`src/rtl/open_list_cmd_adapter.sv`:
```
// Command adapter in front of the systolic open-list min-queue: stages pushes in a FIFO,
// applies the post-command settle guard and returns popped minima. Optional: OPEN_LIST_BYPASS_EN.
module open_list_cmd_adapter #(
  parameter int unsigned DATA_WIDTH    = 16,
  parameter int unsigned QUEUE_SIZE    = 2048,
  parameter int unsigned FIFO_DEPTH    = 4,
  parameter int unsigned SETTLE_CYCLES = 1,
  localparam int unsigned CNT_W        = $clog2(2 * QUEUE_SIZE + 1)
) (
  input  logic                  CLK,
  input  logic                  RST,
  input  logic                  s_push_valid,
  output logic                  s_push_ready,
  input  logic [DATA_WIDTH-1:0] s_push_f,
  input  logic                  s_pop_valid,
  output logic                  s_pop_ready,
  output logic                  m_pop_valid,
  input  logic                  m_pop_ready,
  output logic [DATA_WIDTH-1:0] m_pop_f,
  output logic                  q_wrt,
  output logic                  q_read,
  output logic [DATA_WIDTH-1:0] q_node_f,
  input  logic                  q_full,
  input  logic                  q_empty,
  input  logic [DATA_WIDTH-1:0] q_head_f,
  output logic [CNT_W-1:0]      o_count
);

  localparam int unsigned CAPACITY = 2 * QUEUE_SIZE;
  localparam int unsigned PTR_W    = $clog2(FIFO_DEPTH);
  localparam int unsigned LVL_W    = PTR_W + 1;
  localparam int unsigned GUARD_W  = (SETTLE_CYCLES > 0) ? $clog2(SETTLE_CYCLES + 1) : 1;

  typedef enum logic [1:0] {
    StIdle,
    StWait,
    StHold
  } state_e;

  state_e                r_state;
  state_e                w_state_next;

  logic [DATA_WIDTH-1:0] r_fifo_mem [FIFO_DEPTH];
  logic [PTR_W-1:0]      r_wr_ptr;
  logic [PTR_W-1:0]      r_rd_ptr;
  logic [LVL_W-1:0]      r_fifo_level;
  logic [GUARD_W-1:0]    r_guard;
  logic [CNT_W-1:0]      r_count;
  logic [DATA_WIDTH-1:0] r_result;

  logic                  w_fifo_empty;
  logic                  w_fifo_full;
  logic [DATA_WIDTH-1:0] w_fifo_head;
  logic                  w_push_acc;
  logic                  w_pop_acc;
  logic                  w_settled;
  logic                  w_pop_ok;
  logic                  w_below_cap;

  logic                  w_wrt;
  logic                  w_rd;
  logic                  w_fifo_pop;
  logic                  w_issue;
  logic                  w_cnt_inc;
  logic                  w_cnt_dec;
  logic [DATA_WIDTH-1:0] w_capture_f;

  // ---------------------------------------------------------------------------
  // Push staging FIFO
  // ---------------------------------------------------------------------------
  assign w_fifo_empty = (r_fifo_level == '0);
  assign w_fifo_full  = (r_fifo_level == LVL_W'(FIFO_DEPTH));
  assign w_fifo_head  = r_fifo_mem[r_rd_ptr];
  assign w_push_acc   = s_push_valid && !w_fifo_full;
  assign s_push_ready = !w_fifo_full;

  // Storage needs no reset: q_node_f is gated by q_wrt and the level tracks validity.
  always_ff @(posedge CLK) begin
    if (w_push_acc) begin
      r_fifo_mem[r_wr_ptr] <= s_push_f;
    end
  end

  always_ff @(posedge CLK or posedge RST) begin
    if (RST) begin
      r_wr_ptr     <= '0;
      r_rd_ptr     <= '0;
      r_fifo_level <= '0;
    end else begin
      if (w_push_acc) begin
        r_wr_ptr <= r_wr_ptr + PTR_W'(1);
      end
      if (w_fifo_pop) begin
        r_rd_ptr <= r_rd_ptr + PTR_W'(1);
      end
      case ({w_push_acc, w_fifo_pop})
        2'b10:   r_fifo_level <= r_fifo_level + LVL_W'(1);
        2'b01:   r_fifo_level <= r_fifo_level - LVL_W'(1);
        default: r_fifo_level <= r_fifo_level;
      endcase
    end
  end

  // ---------------------------------------------------------------------------
  // Settle guard and occupancy
  // ---------------------------------------------------------------------------
  assign w_settled   = (r_guard == '0);
  assign w_below_cap = (r_count < CNT_W'(CAPACITY));
  assign w_pop_acc   = s_pop_valid && (r_state == StIdle);
  assign w_pop_ok    = (r_state == StWait) && w_settled;

  always_ff @(posedge CLK or posedge RST) begin
    if (RST) begin
      r_guard <= '0;
    end else if (w_wrt || w_rd) begin
      r_guard <= GUARD_W'(SETTLE_CYCLES);
    end else if (!w_settled) begin
      r_guard <= r_guard - GUARD_W'(1);
    end
  end

  always_ff @(posedge CLK or posedge RST) begin
    if (RST) begin
      r_count <= '0;
    end else begin
      case ({w_cnt_inc, w_cnt_dec})
        2'b10:   r_count <= r_count + CNT_W'(1);
        2'b01:   r_count <= r_count - CNT_W'(1);
        default: r_count <= r_count;
      endcase
    end
  end

  always_ff @(posedge CLK or posedge RST) begin
    if (RST) begin
      r_result <= '0;
    end else if (w_issue) begin
      r_result <= w_capture_f;
    end
  end

  assign m_pop_f = r_result;
  assign o_count = r_count;

  // ---------------------------------------------------------------------------
  // Pop FSM: state register
  // ---------------------------------------------------------------------------
  always_ff @(posedge CLK or posedge RST) begin
    if (RST) begin
      r_state <= StIdle;
    end else begin
      r_state <= w_state_next;
    end
  end

  // Pop FSM: next state
  always_comb begin
    w_state_next = r_state;
    unique case (r_state)
      StIdle: begin
        if (w_pop_acc) begin
          w_state_next = StWait;
        end
      end
      StWait: begin
        if (w_issue) begin
          w_state_next = StHold;
        end
      end
      StHold: begin
        if (m_pop_ready) begin
          w_state_next = StIdle;
        end
      end
      default: w_state_next = StIdle;
    endcase
  end

  // Pop FSM: outputs and single-command arbitration (pop side wins over pushes)
  always_comb begin
    w_wrt       = 1'b0;
    w_rd        = 1'b0;
    w_fifo_pop  = 1'b0;
    w_issue     = 1'b0;
    w_cnt_inc   = 1'b0;
    w_cnt_dec   = 1'b0;
    w_capture_f = q_head_f;

    s_pop_ready = (r_state == StIdle);
    m_pop_valid = (r_state == StHold);

    if (w_pop_ok && !q_empty && w_fifo_empty) begin
      w_rd      = 1'b1;
      w_issue   = 1'b1;
      w_cnt_dec = 1'b1;
`ifdef OPEN_LIST_BYPASS_EN
    end else if (w_pop_ok && !w_fifo_empty) begin
      w_fifo_pop = 1'b1;
      w_issue    = 1'b1;
      if (q_empty || (w_fifo_head < q_head_f)) begin
        // Staged value is the true minimum: hand it back without touching the queue.
        w_capture_f = w_fifo_head;
      end else begin
        // Replace keeps occupancy constant, so it is legal even when the queue is full.
        w_wrt = 1'b1;
        w_rd  = 1'b1;
      end
`endif
    end else if (!w_fifo_empty && !q_full && w_below_cap) begin
      w_wrt      = 1'b1;
      w_fifo_pop = 1'b1;
      w_cnt_inc  = 1'b1;
    end

    q_wrt    = w_wrt;
    q_read   = w_rd;
    q_node_f = w_wrt ? w_fifo_head : '0;
  end

endmodule

```
`config.mk`:
```
export PLATFORM = sky130hd
export DESIGN_NAME = open_list_cmd_adapter
export DESIGN_NICKNAME = d
export VERILOG_FILES = /design/src/rtl/open_list_cmd_adapter.sv
export SDC_FILE = /design/constraint.sdc
export NUM_CORES = 1
export LEC_CHECK = 0
export CAP_MARGIN = 20
export CORE_ASPECT_RATIO = 1.5
export CORE_MARGIN = 3
export CORE_UTILIZATION = 52
export DETAILED_ROUTE_END_ITERATION = 7
export MAX_ROUTING_LAYER = met4
export PLACE_DENSITY_LB_ADDON = 0.12
export SYNTH_ARGS = -nofsm -noshare
export SYNTH_HDL_FRONTEND = slang
export SYNTH_SLANG_ARGS = --single-unit
```
`constraint.sdc`:
```
create_clock -name CLK -period 3.5 [get_ports CLK]
set_input_delay 0.525 -clock CLK [delete_from_list [all_inputs] [get_ports CLK]]
set_output_delay 0.525 -clock CLK [all_outputs]
set_load 0.05 [all_outputs]
```
==> impl_results.md <==
* Synthesized flop and latch total at 103
* Synthesized instance count at 344
* Vias after detailed routing at 2993
* Initial antenna violation count at 0
* Syn Nets at 401
* Initial Util at 54.2%
* Psw at 2.14 mW
* Worst path arrival time at 2580 ps
* Synth unique cells at 51
* Area Growth Syn to Fin at 27.9%
* Combinational Power Share at 47.1%
* RSZ-0062 raised after global routing: no
* Largest net degree at the start of global routing at 21
* # IOs at 89
* Total CTS buffers at 9
* Status: finished clean
* Fin nets at 499
* Synth area leaders: edfxtp_1, dfrtp_1, mux4_2, nand2_1, ha_1
* Synth top cells by count: nand2_1, edfxtp_1, dfrtp_1
* CTS clk-pin slew, worst paths at 60 ps
* # DRC at 0
* Post-DP HPWL at 6690 microns
* GRT overflow at 0
* CP max stage cell: clkdlybuf4s50_1
* Hold path startpoint: m_pop_f[8]$_DFFE_PP0P_
* Skew final at 5.82 ps
* Switching Fraction at 40.9%
* Path depth of the worst reg2reg path at 10
* CORE AREA at 8570 sq um
* Worst Hold Path EP: m_pop_f[8]$_DFFE_PP0P_
* # hold bufs at CTS at 0
* Reg2reg setup slack at 840 ps
* Final slew viol count at 0
* Total setup buffers inserted after CTS at 0
* Worst setup EP type: output pin
* Chip height at 122 microns
* Final setup viols at 0
* Max Cap Viol at 0
* Synth top area share at 41.4%
* Pleak at 2.36 nW
* Setup TNS Final at 0 ps
* Synth warn at 0
* Ys flop type: edfxtp_1
* Setup crit start kind: input pin
* Mean Syn Cell Area at 13.5 sq um
* Final hold violations at 0
* Peak VDD IR at 0.000532 V
* Critical R2R Launch: r_fifo_level[1]$_DFFE_PP0P_
* Avg Vias per Cell at 5.41
* Post-synth ARST share at 37.9%
* Worst Hold Path Cells at 2
* Die area at 10100 sq um
* Fmax achieved at 0.322 GHz
* Die width at 83.2 microns
* Depth of the CTS H-tree at 3
* Fraction of layout instances using a drive strength above 1 at 12.1%
* CTS resizes at 0
* 1st-pass router iterations at 4
* Global-route wire length before repair at 15400 microns
* Most instantiated library cell after synthesis: nand2_1
* Row Count at 41
* N_diodes at 0
* Hold Path Class: reg -> reg
* CTS tree: yes
* CP most frequent cell: clkdlybuf4s50_1
* CTS root buf: clkbuf_16
* CP Data Required Time at 2970 ps
* Vias in the first global route at 3165
* R2R Path End: o_count[7]$_DFFE_PP0P_
* Number of synthesized flops with an enable pin at 64
* Pwr dens at 880 nW/um^2
* Synth area leader: edfxtp_1
* Clock power share at 17.0%
* CTS max path bufs at 2
* Min cycle time layout at 3110 ps
* Post-DRT Antenna Nets at 0
* Reg power frac at 35.8%
* Least-Margin Pin Slew at 814 ps
* Routed length per placed instance at 16.8 microns
* CP max stage delay at 800 ps
* # port buffers at 88
* Fin crit share at 88.8%
* Sink Count at 103
* Critical path class: in -> out
* Crit-path cells: clkdlybuf4s50_1 -> or3_4 -> inv_4 -> and2_1 -> clkdlybuf4s50_1
* GR Util All Layers at 19.9%
* Worst-path maximum fanout at 20
* Slew headroom at 45.7%
* Post-synthesis sequential area ratio at 62.4%
* Netlist Area Pre-Place at 4640 sq um
* Total power draw at 5.23 mW
* Starting DRT DRC Count at 175
* RePlAce Congestion at 0.895
* Drt total wl at 9270 microns
* Clk Latency, worst-skew pair at 340 ps
* Internal power at 3.09 mW
==> per-stage QoR <==
| stage | std cells | area [sq um] | hold WS (ps) | utilization (%) | worst slack [ps] |
|---|---|---|---|---|---|
| floorplan | 344 | 4640 | 475 | - | 586 |
| global placement | 538 | 5680 | 459 | 66.2 | 426 |
| detailed placement | 538 | 5680 | 461 | 66.2 | 392 |
| CTS | 553 | 5940 | 478 | 69.3 | 363 |
| global route | 553 | 5940 | 502 | 69.3 | 323 |
| finish | 553 | 5940 | 475 | 69.3 | 390 |
==> how the worst max path moves through the flow <==
stage	from	endpoint	slack, ps	cells after the start
6_report	q_full	q_node_f[0]	390	5
5_1_grt	q_full	q_node_f[11]	320	5
4_1_cts	q_full	q_node_f[0]	360	5
3_5_place_dp	q_full	q_node_f[13]	390	5
3_3_place_gp	q_full	q_node_f[7]	430	5
2_1_floorplan	q_empty	o_count[7]$_DFFE_PP0P_	590	11
==> cell usage in the layout (no fill, tap or decap), drive strengths merged, types with 3 or more instances in the layout <==
cell type / n
and2: 18
edfxtp: 64
nor3: 3
nor2: 14
nand2: 70
mux4: 16
clkbuf: 10
buf: 11
clkinv: 3
or3: 3
a21oi: 12
ha: 16
o211ai: 3
clkdlybuf4s50: 86
xnor2: 11
o21ai: 12
dfrtp: 39
inv: 16
and3: 6
==> kinds of logic after synthesis <==
kind of cell	after synthesis	synth area share (%)
AO/OA/AOI/OAI	44	6.71
XOR/XNOR	13	2.45
adder cells (fa/ha/maj)	18	5.17
buffers and inverters	26	2.64
flip-flops	103	62.4
multiplexers	16	7.76
AND/OR/NAND/NOR	124	12.9
==> power by group through the flow <==
stage                     clock network, mW  logic, mW  registers [mW]
after detailed placement                  0       2.48            1.90
after global routing                  0.954       2.66            1.92
final                                 0.890       2.46            1.87
after global placement                    0       2.45            1.88
after floorplan                           0       1.32            2.29
after CTS                             0.907       2.50            1.88
==> critical path: cells and delay by family <==
family                 cells  cell delay [ps]
buffers and inverters      3             1430
and+or+nand+nor            2              610
==> state kept, by name, summed over array words and instances (netlist names) <==
register / flops
r_fifo_level: 3
o_count: 13
m_pop_f: 16
r_fifo_mem: 64
r_state: 2
r_rd_ptr: 2
r_wr_ptr: 2
r_guard: 1
==> routing by layer <==
layer	up-vias	wire, microns	GRT usage (%)
li1	1430	-	-
met1	1470	3590	22.1
met2	83	5140	35.9
met3	10	402	4.33
met4	0	132	6.24
met5	-	0	-
==> area by class of cell <==
class                           instances  area (sq um)
Clock buffer                           10           229
Clock inverter                          5          36.3
Fill cell                             622          2630
Inverter                               16          65.1
Multi-Input combinational cell        215          1620
Sequential cell                       103          2900
Tap cell                              107           134
Timing Repair Buffer                   97           956
Note: power is estimated with default switching activity, not from simulation.
==> RTL edit, RTL diff (same settings) <==
The parameter `FIFO_DEPTH` goes from 4 to 2.
--- a/src/rtl/open_list_cmd_adapter.sv
+++ b/src/rtl/open_list_cmd_adapter.sv
@@ -5,3 +5,3 @@
   parameter int unsigned QUEUE_SIZE    = 2048,
-  parameter int unsigned FIFO_DEPTH    = 4,
+  parameter int unsigned FIFO_DEPTH    = 2,
   parameter int unsigned SETTLE_CYCLES = 1,
Function: changed (a bounded check fails within 4 cycles, from zero or initial values and one cycle with RST high).
==> RTL edit against the original RTL <==
Non-clock buffer count fell by 3; hold slack improved by 3.1 ps; sequential cell count fell by 35; maximum frequency rose by 4.4%; setup slack improved by 130 ps; sequential share of layout area fell by 5.5 points; utilization rose by 4.5 points; area after synthesis fell by 32%; cell area fell by 28%; die area fell by 30%; clock skew rose by 3.3 ps; wire length fell by 22%; via count fell by 20%; total power fell by 18%.
==> RTL edit: results <==
group,metric,value,unit
worst_setup_path,crit_fanout,13,
clocking,path_clk_slew,80,ps
outcome,outcome,"completed",
clocking,root_buffer,"clkbuf_8",
route,drt_iter0_drc,144,
finish,fin_nets,426,
logic_synthesis,synth.distinct_cells,42,
timing,worstMarginPinSlew,894,ps
pwr,p_leak,1.95,nW
worst_setup_path,r2r_setup_slack,640,ps
logic_synthesis,synth_fp_nets,330,
logic_synthesis,ys_top_cells_by_count,"nand2_1, dfrtp_1, edfxtp_1, nor2_1, mux2i_1",
place,place_ws,206,ps
logic_synthesis,ys_async_sr_fraction,0.529,
global_routing,grtUsageMet3,0.0497,
finish,layout.cells.non_filler,451,
timing,hold_slack,478,ps
global_routing,antenna_found_initial,0,
place,dp_hpwl,5370,um
place,dpl.cell_count,435,
global_routing,grt_pass1_wl,11900,um
route,avgViaCountPerCell,5.29,
place,dpl_cell_area,0.00408,mm^2
timing,fin_skew,9.13,ps
global_routing,use_met1,0.245,
global_routing,grt_pass1_vias,2507,
worst_setup_path,arrival,3240,ps
logic_synthesis,synth-seq-area-share,0.589,
finish,layout-drive-gt1-share,0.140,
route,wl_per_cell,16.0,um
pwr,ir_worst_vdd,0.606,mV
logic_synthesis,synth.area.top_cells,"edfxtp_1, dfrtp_1, nand2_1, mux2i_1, ha_1",
logic_synthesis,synth-edff-count,32,
worst_setup_path,endpoint_kind,"register",
global_routing,grtUsageMet2,0.404,
logic_synthesis,avgSynthCellArea,11.4,um^2
logic_synthesis,yosys_most_used_dff,"dfrtp_1",
==> RTL edit: layer usage <==
metal  part of all wire  vias to the layer above
met5                  0                        -
met4              0.014                        0
met3              0.035                        8
met2               0.55                       55
met1               0.40                     1168
li1                   -                     1157
==> RTL edit: layout make-up <==
cell class	instances	area [um^2]
sequential	68	1860
fill	430	1520
multi-input combinational	193	1210
timing repair buffer	94	883
clock buffer	9	124
clock inverter	7	98.8
tap	72	90.1
inverter	8	31.3
==> RTL edit: final timing paths <==
path                             from           to  cells past startpoint
setup / recovery              q_empty  o_count[12]                     11
hold / removal             m_pop_f[1]   m_pop_f[1]                      2
setup reg to reg           r_state[0]  o_count[12]                     10
hold reg to reg            m_pop_f[1]   m_pop_f[1]                      2
max in group asynchronous         RST   o_count[6]                      3
min in group asynchronous         RST     r_wr_ptr                      2
==> RTL edit: report_power, final <==
part           switching, W  internal, W  total, W
Combinational       0.00144     0.000785   0.00223
Sequential         0.000206      0.00112   0.00133
Clock              0.000307     0.000405  0.000712
Total               0.00195      0.00231   0.00427
==> RTL edit: cells by family (layout without fill, tap and decap cells) <==
| logic type | after synthesis | count (layout) | share of synthesized area |
|---|---|---|---|
| fa+ha+maj | 13 | 13 | 0.0539 |
| simple gates | 107 | 107 | 0.144 |
| flops | 68 | 68 | 0.589 |
| compound gates | 43 | 43 | 0.0951 |
| xor+xnor | 14 | 14 | 0.0412 |
| mux | 16 | 16 | 0.0507 |
| buf+inv | 17 | 118 | 0.0261 |
==> RTL edit: critical path, stage by stage <==
cell and delay (ps):
clkdlybuf4s50_1 450, nor4b_1 50, nand2_1 90, clkinv_1 370, buf_4 340, fa_1 460, a21o_1 210, nand4_1 150
a21oi_1 140, a221o_1 340, a21oi_1 110
